`src/rtl/pwm_cfg_ctrl.sv`:
```
// pwm_cfg_ctrl: configuration sequencer for the PWM path.
// Accepts {pow2, pow5, duty} requests over valid/ready, rejects duty > 100,
// holds accepted requests in a shadow register and applies them only at a
// PWM period boundary (or after a timeout). A frequency change additionally
// restarts pwm_divider by holding div_rstn_o low for FLUSH_CYC cycles.
//
// Ports:
//   clk_i          system clock
//   rstn_i         synchronous active-low reset
//   cfg_valid_i    request valid
//   cfg_ready_o    controller can accept a request (IDLE only)
//   cfg_pow2_i     requested divide-by-2^n exponent
//   cfg_pow5_i     requested divide-by-5^n exponent
//   cfg_duty_i     requested duty, percent
//   period_end_i   one-cycle pulse on the last cycle of a PWM period
//   pow2_o/pow5_o  active exponents to pwm_divider
//   duty_o         active duty to the compare stage
//   div_rstn_o     active-low synchronous restart for pwm_divider
//   cfg_done_o     pulse: request fully applied
//   cfg_err_o      pulse: request rejected (duty out of range)
//   timeout_o      pulse: apply forced by the timeout counter
module pwm_cfg_ctrl #(
    parameter int unsigned DUTY_W    = 7,
    parameter int unsigned DUTY_RST  = 50,
    parameter int unsigned FLUSH_CYC = 2,        // legal range 1..15
    parameter int unsigned TIMEOUT   = 1_100_000
) (
    input  logic              clk_i,
    input  logic              rstn_i,
    input  logic              cfg_valid_i,
    output logic              cfg_ready_o,
    input  logic [1:0]        cfg_pow2_i,
    input  logic [1:0]        cfg_pow5_i,
    input  logic [DUTY_W-1:0] cfg_duty_i,
    input  logic              period_end_i,
    output logic [1:0]        pow2_o,
    output logic [1:0]        pow5_o,
    output logic [DUTY_W-1:0] duty_o,
    output logic              div_rstn_o,
    output logic              cfg_done_o,
    output logic              cfg_err_o,
    output logic              timeout_o
);

    localparam int unsigned TCNT_W   = 21;
    localparam int unsigned FCNT_W   = 4;
    localparam int unsigned DUTY_MAX = 100;

    typedef enum logic [1:0] {
        IDLE  = 2'd0,
        PEND  = 2'd1,
        FLUSH = 2'd2
    } state_e;

    state_e              state_q, state_d;
    logic [1:0]          sh_pow2_q, sh_pow2_d;
    logic [1:0]          sh_pow5_q, sh_pow5_d;
    logic [DUTY_W-1:0]   sh_duty_q, sh_duty_d;
    logic                sh_fchg_q, sh_fchg_d;
    logic [TCNT_W-1:0]   tcnt_q, tcnt_d;
    logic [FCNT_W-1:0]   fcnt_q, fcnt_d;
    logic [1:0]          pow2_q, pow2_d;
    logic [1:0]          pow5_q, pow5_d;
    logic [DUTY_W-1:0]   duty_q, duty_d;
    logic                div_rstn_q, div_rstn_d;
    logic                ready_q, ready_d;
    logic                done_q, done_d;
    logic                err_q, err_d;
    logic                to_q, to_d;

    logic                xfer;
    logic                t_term;

    assign xfer   = cfg_valid_i & ready_q;
    assign t_term = (tcnt_q == TCNT_W'(TIMEOUT - 1));

    // State and output registers.
    always_ff @(posedge clk_i) begin
        if (!rstn_i) begin
            state_q    <= IDLE;
            sh_pow2_q  <= 2'd0;
            sh_pow5_q  <= 2'd0;
            sh_duty_q  <= '0;
            sh_fchg_q  <= 1'b0;
            tcnt_q     <= '0;
            fcnt_q     <= '0;
            pow2_q     <= 2'd0;
            pow5_q     <= 2'd0;
            duty_q     <= DUTY_W'(DUTY_RST);
            div_rstn_q <= 1'b0;
            ready_q    <= 1'b0;
            done_q     <= 1'b0;
            err_q      <= 1'b0;
            to_q       <= 1'b0;
        end else begin
            state_q    <= state_d;
            sh_pow2_q  <= sh_pow2_d;
            sh_pow5_q  <= sh_pow5_d;
            sh_duty_q  <= sh_duty_d;
            sh_fchg_q  <= sh_fchg_d;
            tcnt_q     <= tcnt_d;
            fcnt_q     <= fcnt_d;
            pow2_q     <= pow2_d;
            pow5_q     <= pow5_d;
            duty_q     <= duty_d;
            div_rstn_q <= div_rstn_d;
            ready_q    <= ready_d;
            done_q     <= done_d;
            err_q      <= err_d;
            to_q       <= to_d;
        end
    end

    // Next-state and next-output logic.
    always_comb begin
        state_d    = state_q;
        sh_pow2_d  = sh_pow2_q;
        sh_pow5_d  = sh_pow5_q;
        sh_duty_d  = sh_duty_q;
        sh_fchg_d  = sh_fchg_q;
        tcnt_d     = tcnt_q;
        fcnt_d     = fcnt_q;
        pow2_d     = pow2_q;
        pow5_d     = pow5_q;
        duty_d     = duty_q;
        div_rstn_d = 1'b1;
        ready_d    = 1'b0;
        done_d     = 1'b0;
        err_d      = 1'b0;
        to_d       = 1'b0;

        unique case (state_q)
            IDLE: begin
                ready_d = 1'b1;
                if (xfer) begin
                    if (cfg_duty_i > DUTY_W'(DUTY_MAX)) begin
                        err_d = 1'b1;
                    end else begin
                        sh_pow2_d = cfg_pow2_i;
                        sh_pow5_d = cfg_pow5_i;
                        sh_duty_d = cfg_duty_i;
                        sh_fchg_d = (cfg_pow2_i != pow2_q) || (cfg_pow5_i != pow5_q);
                        tcnt_d    = '0;
                        ready_d   = 1'b0;
                        state_d   = PEND;
                    end
                end
            end

            PEND: begin
                tcnt_d = tcnt_q + TCNT_W'(1);
                if (period_end_i || t_term) begin
                    pow2_d = sh_pow2_q;
                    pow5_d = sh_pow5_q;
                    duty_d = sh_duty_q;
                    // A boundary landing on the terminal count is a normal apply.
                    to_d   = t_term & ~period_end_i;
                    if (sh_fchg_q) begin
                        div_rstn_d = 1'b0;
                        fcnt_d     = FCNT_W'(FLUSH_CYC);
                        state_d    = FLUSH;
                    end else begin
                        done_d  = 1'b1;
                        ready_d = 1'b1;
                        state_d = IDLE;
                    end
                end
            end

            FLUSH: begin
                // fcnt_q counts the low cycles still to be shown, including this one.
                if (fcnt_q <= FCNT_W'(1)) begin
                    done_d  = 1'b1;
                    ready_d = 1'b1;
                    state_d = IDLE;
                end else begin
                    div_rstn_d = 1'b0;
                    fcnt_d     = fcnt_q - FCNT_W'(1);
                end
            end

            default: begin
                state_d = IDLE;
            end
        endcase
    end

    assign cfg_ready_o = ready_q;
    assign pow2_o      = pow2_q;
    assign pow5_o      = pow5_q;
    assign duty_o      = duty_q;
    assign div_rstn_o  = div_rstn_q;
    assign cfg_done_o  = done_q;
    assign cfg_err_o   = err_q;
    assign timeout_o   = to_q;

endmodule
```
`config.mk`:
```
export PLATFORM = sky130hd
export DESIGN_NAME = pwm_cfg_ctrl
export DESIGN_NICKNAME = d
export VERILOG_FILES = /design/src/rtl/pwm_cfg_ctrl.sv
export SDC_FILE = /design/constraint.sdc
export NUM_CORES = 1
export LEC_CHECK = 0
export BUFFER_PORTS_ARGS = -buffer_cell sky130_fd_sc_hd__buf_4
export CAP_MARGIN = 20
export CORE_MARGIN = 2
export CORE_UTILIZATION = 30
export CTS_CLUSTER_DIAMETER = 200
export CTS_CLUSTER_SIZE = 25
export DETAILED_ROUTE_END_ITERATION = 6
export SYNTH_ARGS = -nofsm -noshare
export SYNTH_HDL_FRONTEND = slang
export SYNTH_SLANG_ARGS = --single-unit
```
`constraint.sdc`:
```
create_clock -name clk_i -period 3.1 [get_ports clk_i]
set_clock_uncertainty 0.2 [all_clocks]
set_input_delay 0.155 -clock clk_i [delete_from_list [all_inputs] [get_ports clk_i]]
set_output_delay 0.155 -clock clk_i [all_outputs]
set_load 0.01 [all_outputs]
```
==> results_dict.tcl <==
set metrics [dict create \
    synth_ff_type "dfxtp_1" \
    hold_depth 2 \
    async_flop_share_pct 0 \
    dp_hpwl_mm 4.37 \
    vdd_ir_drop_max_uv 181 \
    min_to "duty_o[5]$_SDFFE_PN1P_" \
    slew_viol_final 0 \
    post-cts-setup-buffers 0 \
    clkPwrFrac_pct 33.6 \
    antenna_cells 0 \
    die_x_microns 97.8 \
    cts_sinks 55 \
    grt_pass1_wl_mm 10.4 \
    avgViaCountPerCell 4.98 \
    grt_usage_pct 13.0 \
    worst_pin_slew_ns 0.759 \
    setup_viol 0 \
    r2r_setup_slack_ns 0.46 \
    crit_arrival_ns 2.71 \
    die_area_sq_um 9570 \
    stdcell_area_sq_um 3200 \
    synth_edf_count 0 \
    finalNetCount 380 \
    reg2reg_to "tcnt_q[16]$_SDFFE_PN0P_" \
    cts_buffers 5 \
    status "finished, final reports clean" \
    die_h_microns 97.8 \
    tns_ns 0 \
    firstDrtPassIters 4 \
    antenna_found_initial 0 \
    period_minus_slack_ns 2.64 \
    layout_common_cells "nand2_1, dfxtp_1, buf_4" \
    pin_count 31 \
    synth-seq-area-share_pct 41.7 \
    cts-root-buf "clkbuf_8" \
    comb_power_share_pct 11.2 \
    initial_core_util_pct 30.6 \
    clock_path_buffers 2 \
    globalplace.congestion 0.808 \
    cp-start-kind "flop" \
    max_freq_ghz 0.379 \
    timing.slew.headroom_pct 49.4 \
    seqPwrFrac_pct 55.2 \
    rsz0062_at_grt "false" \
    clk_pin_slew_worst_paths_ns 0.10 \
    ys_types 53 \
    grt.overflow.total 0 \
    synth_seq_cells 55 \
    grt_pass1_vias 2178 \
    endpoint_kind "flop" \
    p_per_area_nw_per_um2 415 \
    worstReg2RegStart "state_q[1]$_SDFFE_PN0P_" \
    critPathKind "reg2reg" \
    ys.warnings.count 0 \
    hold_viol 0 \
    area_growth_pct 21.1 \
    drc 0 \
    fillers 891 \
    port-buffer-count 30 \
    rows 34 \
    place_area_sq_um 2980 \
    cp_max_fo 13 \
    netlist_area_sq_um 2640 \
    layout-drive-gt1-share_pct 13.9 \
    drt_iter0_markers 111 \
    p_leak_nw 1.13 \
    cts_tree "built" \
    switching_power_mw 0.339 \
    grt_max_degree 37 \
    synth_area_per_cell_sq_um 8.33 \
    fin_crit_sh_pct 85.1 \
    final_antenna_net_count 0 \
    syn_inst 317 \
    syn_nets 339 \
    core_area_sq_um 8640 \
    wl_mm 6.14 \
    htree_levels 2 \
    drv_cap 0 \
    p_int_mw 0.989 \
    required_ns 3.17 \
    p_sw_share_pct 25.6 \
    clkLatencyLatePin_ns 0.31 \
    hp-start "rstn_i" \
    routed-via-count 2325 \
    final_common_cell "nand2_1" \
    rr_worst_depth 7 \
    detail_route.wl_per_cell_microns 13.1 \
    hold_class "in2reg" \
]
## flip-flops by register name, summed over array words and instances, names as in the netlist, 2 cells and up
signal / cells
tcnt_q: 21
duty_o: 7
sh_duty_q: 7
fcnt_q: 4
pow2_o: 2
pow5_o: 2
sh_pow2_q: 2
sh_pow5_q: 2
state_q: 2
## cell type report
| type | count | area, sq um | area share [%] |
|---|---|---|---|
| sequential | 55 | 1100 | 34.4 |
| multi-input combinational | 235 | 1430 | 44.7 |
| clock buffer | 7 | 96.3 | 3.01 |
| clock inverter | 1 | 7.51 | 0.235 |
| timing repair buffer | 45 | 368 | 11.5 |
| inverter | 16 | 60.1 | 1.88 |
| tap | 108 | 135 | 4.22 |
## cell families after synthesis
| family | after synthesis | synth area share (%) |
|---|---|---|
| simple gates | 141 | 26.9 |
| compound gates | 64 | 15.9 |
| flops | 55 | 41.7 |
| buf+inv | 27 | 4.12 |
| xor+xnor | 13 | 4.31 |
| mux | 10 | 3.79 |
| fa+ha+maj | 7 | 3.32 |
## repair_timing
item,CTS,global route
endpoints found under the hold margin,12,0
hold buffers,12,0
gates resized for setup,0,0
## metal layers
metal / track usage (%) / part of all wire [%] / vias to the layer above
li1: - / - / 1202
met1: 17.5 / 49 / 1091
met2: 21.4 / 48 / 25
met3: 2.00 / 2.1 / 7
met4: 4.49 / 1.3 / 0
met5: 0 / 0 / -
## per-stage QoR
stage / instances / hold slack (ns) / worst slack, ns / power [mW] / util, %
floorplan: 317 / 0.0337 / 0.780 / 0.832 / -
global route: 467 / 0.0370 / 0.304 / 1.40 / 37.0
finish: 467 / 0.0359 / 0.463 / 1.33 / 37.0
detailed placement: 447 / 0.187 / 0.495 / 0.887 / 34.5
CTS: 467 / 0.0178 / 0.473 / 1.35 / 37.0
global placement: 447 / 0.184 / 0.556 / 0.886 / 34.5
## power groups by stage
stage	clock network, mW	logic, mW	registers [mW]
floorplan	0	0.0824	0.749
global placement	0	0.137	0.749
detailed placement	0	0.137	0.750
CTS	0.463	0.151	0.733
global route	0.495	0.166	0.735
finish	0.446	0.149	0.733
## worst max-delay path, stage by stage (launching register included)
cell and delay (ns):
dfxtp_1 0.35, inv_1 0.08, ha_1 0.41, nor2b_1 0.26, o21ai_1 0.24, or4_4 0.56, or4_1 0.42, nand2_1 0.08
## Yosys cell counts (2+ instances only)
master | number | area (sq um)
xor2_1 | 5 | 43.8
nor4b_1 | 2 | 17.5
or3_1 | 5 | 31.3
nand2_1 | 65 | 244
o311ai_0 | 3 | 26.3
or4_1 | 5 | 37.5
o21ai_1 | 2 | 10.0
o21a_1 | 3 | 22.5
nand3_1 | 5 | 25.0
ha_1 | 7 | 87.6
nand2b_1 | 3 | 18.8
o211ai_1 | 6 | 45.0
nand4_1 | 7 | 43.8
nand3b_1 | 2 | 15.0
nor4_1 | 5 | 31.3
xnor2_1 | 8 | 70.1
nor3_1 | 8 | 40.0
nor2b_1 | 2 | 12.5
clkbuf_1 | 10 | 37.5
and3_1 | 4 | 25.0
a21oi_1 | 18 | 90.1
inv_1 | 16 | 60.1
dfxtp_1 | 55 | 1100
mux2i_1 | 10 | 100
a21boi_0 | 4 | 30.0
o21ai_0 | 14 | 70.1
nor2_1 | 17 | 63.8
## how the worst max path moves through the flow
stage                                       start                      end  cells past startpoint
after floorplan           state_q[0]$_SDFFE_PN0P_  tcnt_q[14]$_SDFFE_PN0P_                      8
final                     state_q[1]$_SDFFE_PN0P_  tcnt_q[16]$_SDFFE_PN0P_                      7
after global routing      state_q[1]$_SDFFE_PN0P_  tcnt_q[16]$_SDFFE_PN0P_                      7
after detailed placement  state_q[1]$_SDFFE_PN0P_  tcnt_q[16]$_SDFFE_PN0P_                      7
after CTS                 state_q[1]$_SDFFE_PN0P_  tcnt_q[16]$_SDFFE_PN0P_                      7
after global placement    state_q[1]$_SDFFE_PN0P_  tcnt_q[12]$_SDFFE_PN0P_                      7
(Power assumes the default switching activity.)
